==> config.mk <==
export PLATFORM = sky130hd
export DESIGN_NAME = serial_adsub_engine_flat
export DESIGN_NICKNAME = d
export VERILOG_FILES = /design/src/rtl/serial_adsub_engine_if.sv /design/src/rtl/serial_adsub_engine.sv /design/src/flat_wrapper.sv
export SDC_FILE = /design/constraint.sdc
export NUM_CORES = 1
export LEC_CHECK = 0
export BUFFER_PORTS_ARGS = -buffer_cell sky130_fd_sc_hd__buf_2
export CORE_ASPECT_RATIO = 0.5
export CORE_MARGIN = 5
export CORE_UTILIZATION = 29
export CTS_CLUSTER_DIAMETER = 120
export DETAILED_ROUTE_END_ITERATION = 8
export HOLD_SLACK_MARGIN = 0.1
export PLACE_DENSITY = 0.58
export SYNTH_ARGS = -nofsm -noshare
export SYNTH_HDL_FRONTEND = slang
export SYNTH_SLANG_ARGS = --single-unit
==> constraint.sdc <==
create_clock -name clk -period 2.3 [get_ports clk]
set_input_delay 0.23 -clock clk [delete_from_list [all_inputs] [get_ports clk]]
set_output_delay 0.23 -clock clk [all_outputs]
set_load 0.05 [all_outputs]
==> src/rtl/serial_adsub_engine_if.sv <==
// serial_adsub_engine_if: operand request and result bus for the bit-serial adder/subtractor
interface serial_adsub_engine_if #(parameter int WIDTH = 8);
  logic             start;
  logic             mode;
  logic [WIDTH-1:0] op_a;
  logic [WIDTH-1:0] op_b;
  logic             busy;
  logic             done;
  logic [WIDTH-1:0] result;
  logic             cout;
  logic             ovf;
  modport master (output start, mode, op_a, op_b, input busy, done, result, cout, ovf);
  modport slave  (input start, mode, op_a, op_b, output busy, done, result, cout, ovf);
endinterface

==> src/rtl/serial_adsub_engine.sv <==
// serial_adsub_engine: WIDTH-bit add/subtract computed LSB-first through one full adder/subtractor cell
module serial_adsub_engine #(
  parameter int WIDTH = 8
) (
  input logic                  clk,
  input logic                  rst_n,
  serial_adsub_engine_if.slave bus
);
  localparam int CW = (WIDTH > 2) ? $clog2(WIDTH) : 1;
  typedef enum logic [1:0] {IDLE, SHIFT, DONE} state_t;
  state_t           state_q, state_d;
  logic [WIDTH-1:0] a_q, a_d, b_q, b_d, res_q, res_d;
  logic [CW-1:0]    cnt_q, cnt_d;
  logic             mode_q, mode_d, c_q, c_d, cout_q, cout_d, ovf_q, ovf_d;
  logic             s, c_n, last;
  always_comb begin
    s       = a_q[0] ^ b_q[0] ^ c_q;
    c_n     = mode_q ? (~a_q[0] & b_q[0] | ~(a_q[0] ^ b_q[0]) & c_q)
                     : (a_q[0] & b_q[0] | b_q[0] & c_q | a_q[0] & c_q);
    last    = cnt_q == CW'(WIDTH - 1);
    state_d = state_q;
    a_d     = a_q;
    b_d     = b_q;
    res_d   = res_q;
    cnt_d   = cnt_q;
    mode_d  = mode_q;
    c_d     = c_q;
    cout_d  = cout_q;
    ovf_d   = ovf_q;
    if (state_q == IDLE) begin
      if (bus.start) begin
        a_d     = bus.op_a;
        b_d     = bus.op_b;
        mode_d  = bus.mode;
        c_d     = 1'b0;
        cnt_d   = '0;
        state_d = SHIFT;
      end
    end else if (state_q == SHIFT) begin
      res_d = {s, res_q[WIDTH-1:1]};
      a_d   = a_q >> 1;
      b_d   = b_q >> 1;
      c_d   = c_n;
      cnt_d = cnt_q + 1'b1;
      if (last) begin
        // overflow: carry/borrow into the sign bit differs from the one leaving it
        cout_d  = c_n;
        ovf_d   = c_q ^ c_n;
        state_d = DONE;
      end
    end else begin
      state_d = IDLE;
    end
  end
  always_ff @(posedge clk or negedge rst_n) begin
    if (!rst_n) begin
      state_q <= IDLE;
      a_q     <= '0;
      b_q     <= '0;
      res_q   <= '0;
      cnt_q   <= '0;
      mode_q  <= 1'b0;
      c_q     <= 1'b0;
      cout_q  <= 1'b0;
      ovf_q   <= 1'b0;
    end else begin
      state_q <= state_d;
      a_q     <= a_d;
      b_q     <= b_d;
      res_q   <= res_d;
      cnt_q   <= cnt_d;
      mode_q  <= mode_d;
      c_q     <= c_d;
      cout_q  <= cout_d;
      ovf_q   <= ovf_d;
    end
  end
  assign bus.busy   = state_q == SHIFT;
  assign bus.done   = state_q == DONE;
  assign bus.result = res_q;
  assign bus.cout   = cout_q;
  assign bus.ovf    = ovf_q;
endmodule

==> src/flat_wrapper.sv <==
// flat-port wrapper written by rule: the top's interface ports become plain ports
module serial_adsub_engine_flat 
#(
  parameter int WIDTH = 8
)
  (clk, rst_n, bus_start, bus_mode, bus_op_a, bus_op_b, bus_busy, bus_done, bus_result, bus_cout, bus_ovf);
  serial_adsub_engine_if #(.WIDTH(WIDTH)) bus_i ();
  input logic clk;
  input logic rst_n;
  input wire logic [$bits(bus_i.start)-1:0] bus_start;
  input wire logic [$bits(bus_i.mode)-1:0] bus_mode;
  input wire logic [$bits(bus_i.op_a)-1:0] bus_op_a;
  input wire logic [$bits(bus_i.op_b)-1:0] bus_op_b;
  output wire logic [$bits(bus_i.busy)-1:0] bus_busy;
  output wire logic [$bits(bus_i.done)-1:0] bus_done;
  output wire logic [$bits(bus_i.result)-1:0] bus_result;
  output wire logic [$bits(bus_i.cout)-1:0] bus_cout;
  output wire logic [$bits(bus_i.ovf)-1:0] bus_ovf;
  assign bus_i.start = bus_start;
  assign bus_i.mode = bus_mode;
  assign bus_i.op_a = bus_op_a;
  assign bus_i.op_b = bus_op_b;
  assign bus_busy = bus_i.busy;
  assign bus_done = bus_i.done;
  assign bus_result = bus_i.result;
  assign bus_cout = bus_i.cout;
  assign bus_ovf = bus_i.ovf;
  serial_adsub_engine #(.WIDTH(WIDTH)) u_core (.clk(clk), .rst_n(rst_n), .bus(bus_i));
endmodule
==> results.cfg <==
[synth]
ys_warn_count = 0
ys_seq_area_frac = 0.536
ys_ff_latch = 33
syn_area_sq_um = 1540
synth_cell_type_count = 26
synth_nets = 172
syn_area_per_cell_sq_um = 10.4
postSynthCellCount = 148

[finish]
syn2layout_area_growth_pct = 17.9
drive_gt1_frac = 0.238
layout.area.seq_sq_um = 826
multi_input_area_sq_um = 631
nets = 204
diodes = 0
final_core_util = 0.360
fillers = 517

[routing]
wl_met2_um = 1380
vias = 1086
drt-vias-per-instance = 4.33
drt-met1-wl_um = 1270
route.detailed.drc = 0
top_layer_used = met4
dr_wl_met3_um = 186
antenna_left = 0
routedWlPerCell_um = 11.5
drt_iter0_drc = 74
first_pass_iters = 4
wl_um = 2880

[worst_setup_path]
reg2reg_depth = 3
path_depth = 3
startpoint_type = register
arrival_ns = 1.78
cpPeakStageDelay_ns = 0.60
cp_num_buf_inv = 2
worstSetupPathType = reg2out
cp_top_family = flip-flops
cp_slowest_cell = dfrtp_1
crit_path_cell_trace = nand2b_1 > inv_2 > buf_2
endpoint_kind = output pin
worstPathRequired_ns = 2.07
crit_fanout = 12

[grt]
grt_pass1_vias = 1043
grt_antenna_before_repair = 0
grt_max_degree = 34
grt_pass1_wl_um = 4880
grtUsageTotal = 0.0921
globalRoute.totalOverflow = 0

[hold_path]
hp-class = in2reg
whs_path_depth = 2

[floorplan]
initial_core_util = 0.306
die_h_um = 61.6
num_rows = 18
ioPinCount = 32
die_w_um = 113
dieArea_sq_um = 6960
core-area_sq_um = 5040

[clock_tree]
ctsHtreeMaxLevel = 2
clockRootBuffer = clkbuf_8
cts_tree = yes
clk_pin_slew_ns = 0.07
clk_latency_ns = 0.28
clock_path_buffers = 2
cts.sinks = 33
numCtsBuffers = 5
cts_resized = 0

[placed_design]
place_congestion = 0.762
place.detailed.hpwl_um = 2070
place.port_buffers = 31

[timing]
min_period_ns = 2.01
relSlewSlack = 0.511
drv_slew = 0
worst_pin_slew_ns = 0.733
rsz0062_at_grt = no
final_hold_viol_count = 0
setup_viol = 0
fin_skew_ns = 0.00687
fmax_mhz = 496
setup_tns_ns = 0
period_share = 0.876

[power]
seqPwrFrac = 0.401
swShare = 0.443
p_comb_frac = 0.431
ir_drop_mv = 0.503
switchingPower_w = 0.00111
power_density_nw_per_um2 = 1370
p_int_w = 0.00139
leakagePower_nw = 0.859
clkPwrFrac = 0.168

[outcome]
status = complete, no violations

[flow_run]
maxCapViolations = 0
==> area by class of cell <==
class / count / area share
timing repair buffer: 32 / 0.0908
sequential: 33 / 0.454
inverter: 6 / 0.0124
clock buffer: 5 / 0.0379
clock inverter: 3 / 0.00964
multi-input combinational: 102 / 0.347
tap: 70 / 0.0482
==> metrics by stage <==
step	total power (W)	instances	setup WS, ns	instance area (sq um)	hold slack (ns)
after floorplan	0.00191	148	0.873	1540	-0.0656
after global placement	0.00208	242	0.623	1720	0.337
after detailed placement	0.00211	242	0.582	1720	0.340
after CTS	0.00255	251	0.270	1820	0.163
after global routing	0.00271	251	0.155	1820	0.172
final	0.00250	251	0.285	1820	0.174
==> power by group through the flow <==
stage	sequential, W	combinational [W]	clock, W
4_1_cts	0.00101	0.00110	0.000442
3_5_place_dp	0.00102	0.00109	0
3_3_place_gp	0.00101	0.00107	0
2_1_floorplan	0.00123	0.000676	0
5_1_grt	0.00104	0.00120	0.000469
6_report	0.00100	0.00108	0.000420
==> state kept, by name, summed over array words and instances, names as in the netlist <==
name / flops
u_core.cnt_q: 3
u_core.state_q: 2
u_core.bus.ovf: 1
u_core.bus.cout: 1
u_core.mode_q: 1
u_core.c_q: 1
u_core.bus.result: 8
u_core.a_q: 8
u_core.b_q: 8
==> cell usage in the layout (no fill, tap or decap) <==
cell type	instances
buf_2	31
dlygate4sd3_1	1
dfrtp_1	33
ha_1	2
nand2b_1	1
mux2i_1	15
o21ai_1	12
mux2_2	1
o21a_1	1
fa_1	2
nor3_1	1
inv_2	1
inv_1	5
o21bai_4	1
a22o_1	2
clkinvlp_4	1
nand3b_1	1
nor2b_1	4
nor2_8	1
clkbuf_8	5
o31ai_1	1
and2_1	1
nor2_1	3
o21ai_0	8
clkinv_2	2
nand2_1	43
a21oi_1	2
==> routing by layer <==
| layer | track usage | up-vias |
|---|---|---|
| met4 | 0.0462 | 0 |
| met2 | 0.149 | 22 |
| met1 | 0.109 | 509 |
| met5 | 0 | - |
| met3 | 0.0383 | 6 |
| li1 | - | 549 |
==> logic make-up after synthesis <==
| logic type | Yosys count | share of synthesized area |
|---|---|---|
| buffers and inverters | 13 | 0.0552 |
| multiplexers | 16 | 0.105 |
| AND/OR/NAND/NOR | 55 | 0.157 |
| flip-flops | 33 | 0.536 |
| AO/OA/AOI/OAI | 27 | 0.105 |
| adder cells (fa/ha/maj) | 4 | 0.0422 |
==> what timing repair did <==
| item | in CTS | in global routing |
|---|---|---|
| hold buffers | 1 | 0 |
| endpoints found under the setup margin | 0 | 0 |
| hold endpoints to repair | 33 | 0 |
| setup buffers | 0 | 0 |
==> Yosys cell counts, drive strengths merged <==
master	number	area, sq um
o21bai	1	18.8
nand2b	1	6.26
nand2	43	161
nor3	1	5.00
a21oi	2	10.0
mux2i	15	150
o31ai	1	7.51
nor2	4	31.3
o21a	1	7.51
and2	1	6.26
mux2	1	11.3
fa	2	40.0
clkbuf	1	5.00
a22o	2	17.5
buf	6	57.6
dfrtp	33	826
nor2b	4	25.0
inv	6	22.5
ha	2	25.0
o21ai	20	100
nand3b	1	7.51
==> worst paths after layout <==
kind | from | to | slack, ns
max | u_core.state_q[0] | bus_busy | 0.29
min | bus_mode | u_core.mode_q | 0.17
max reg2reg | u_core.state_q[1] | u_core.cnt_q[1] | 0.75
min reg2reg | u_core.bus.result[0] | u_core.bus.result[0] | 0.48
max in group asynchronous | rst_n | u_core.bus.result[4] | 1.27
min in group asynchronous | rst_n | u_core.a_q[7] | 0.55
No activity file was read; power rests on OpenSTA's default activity.
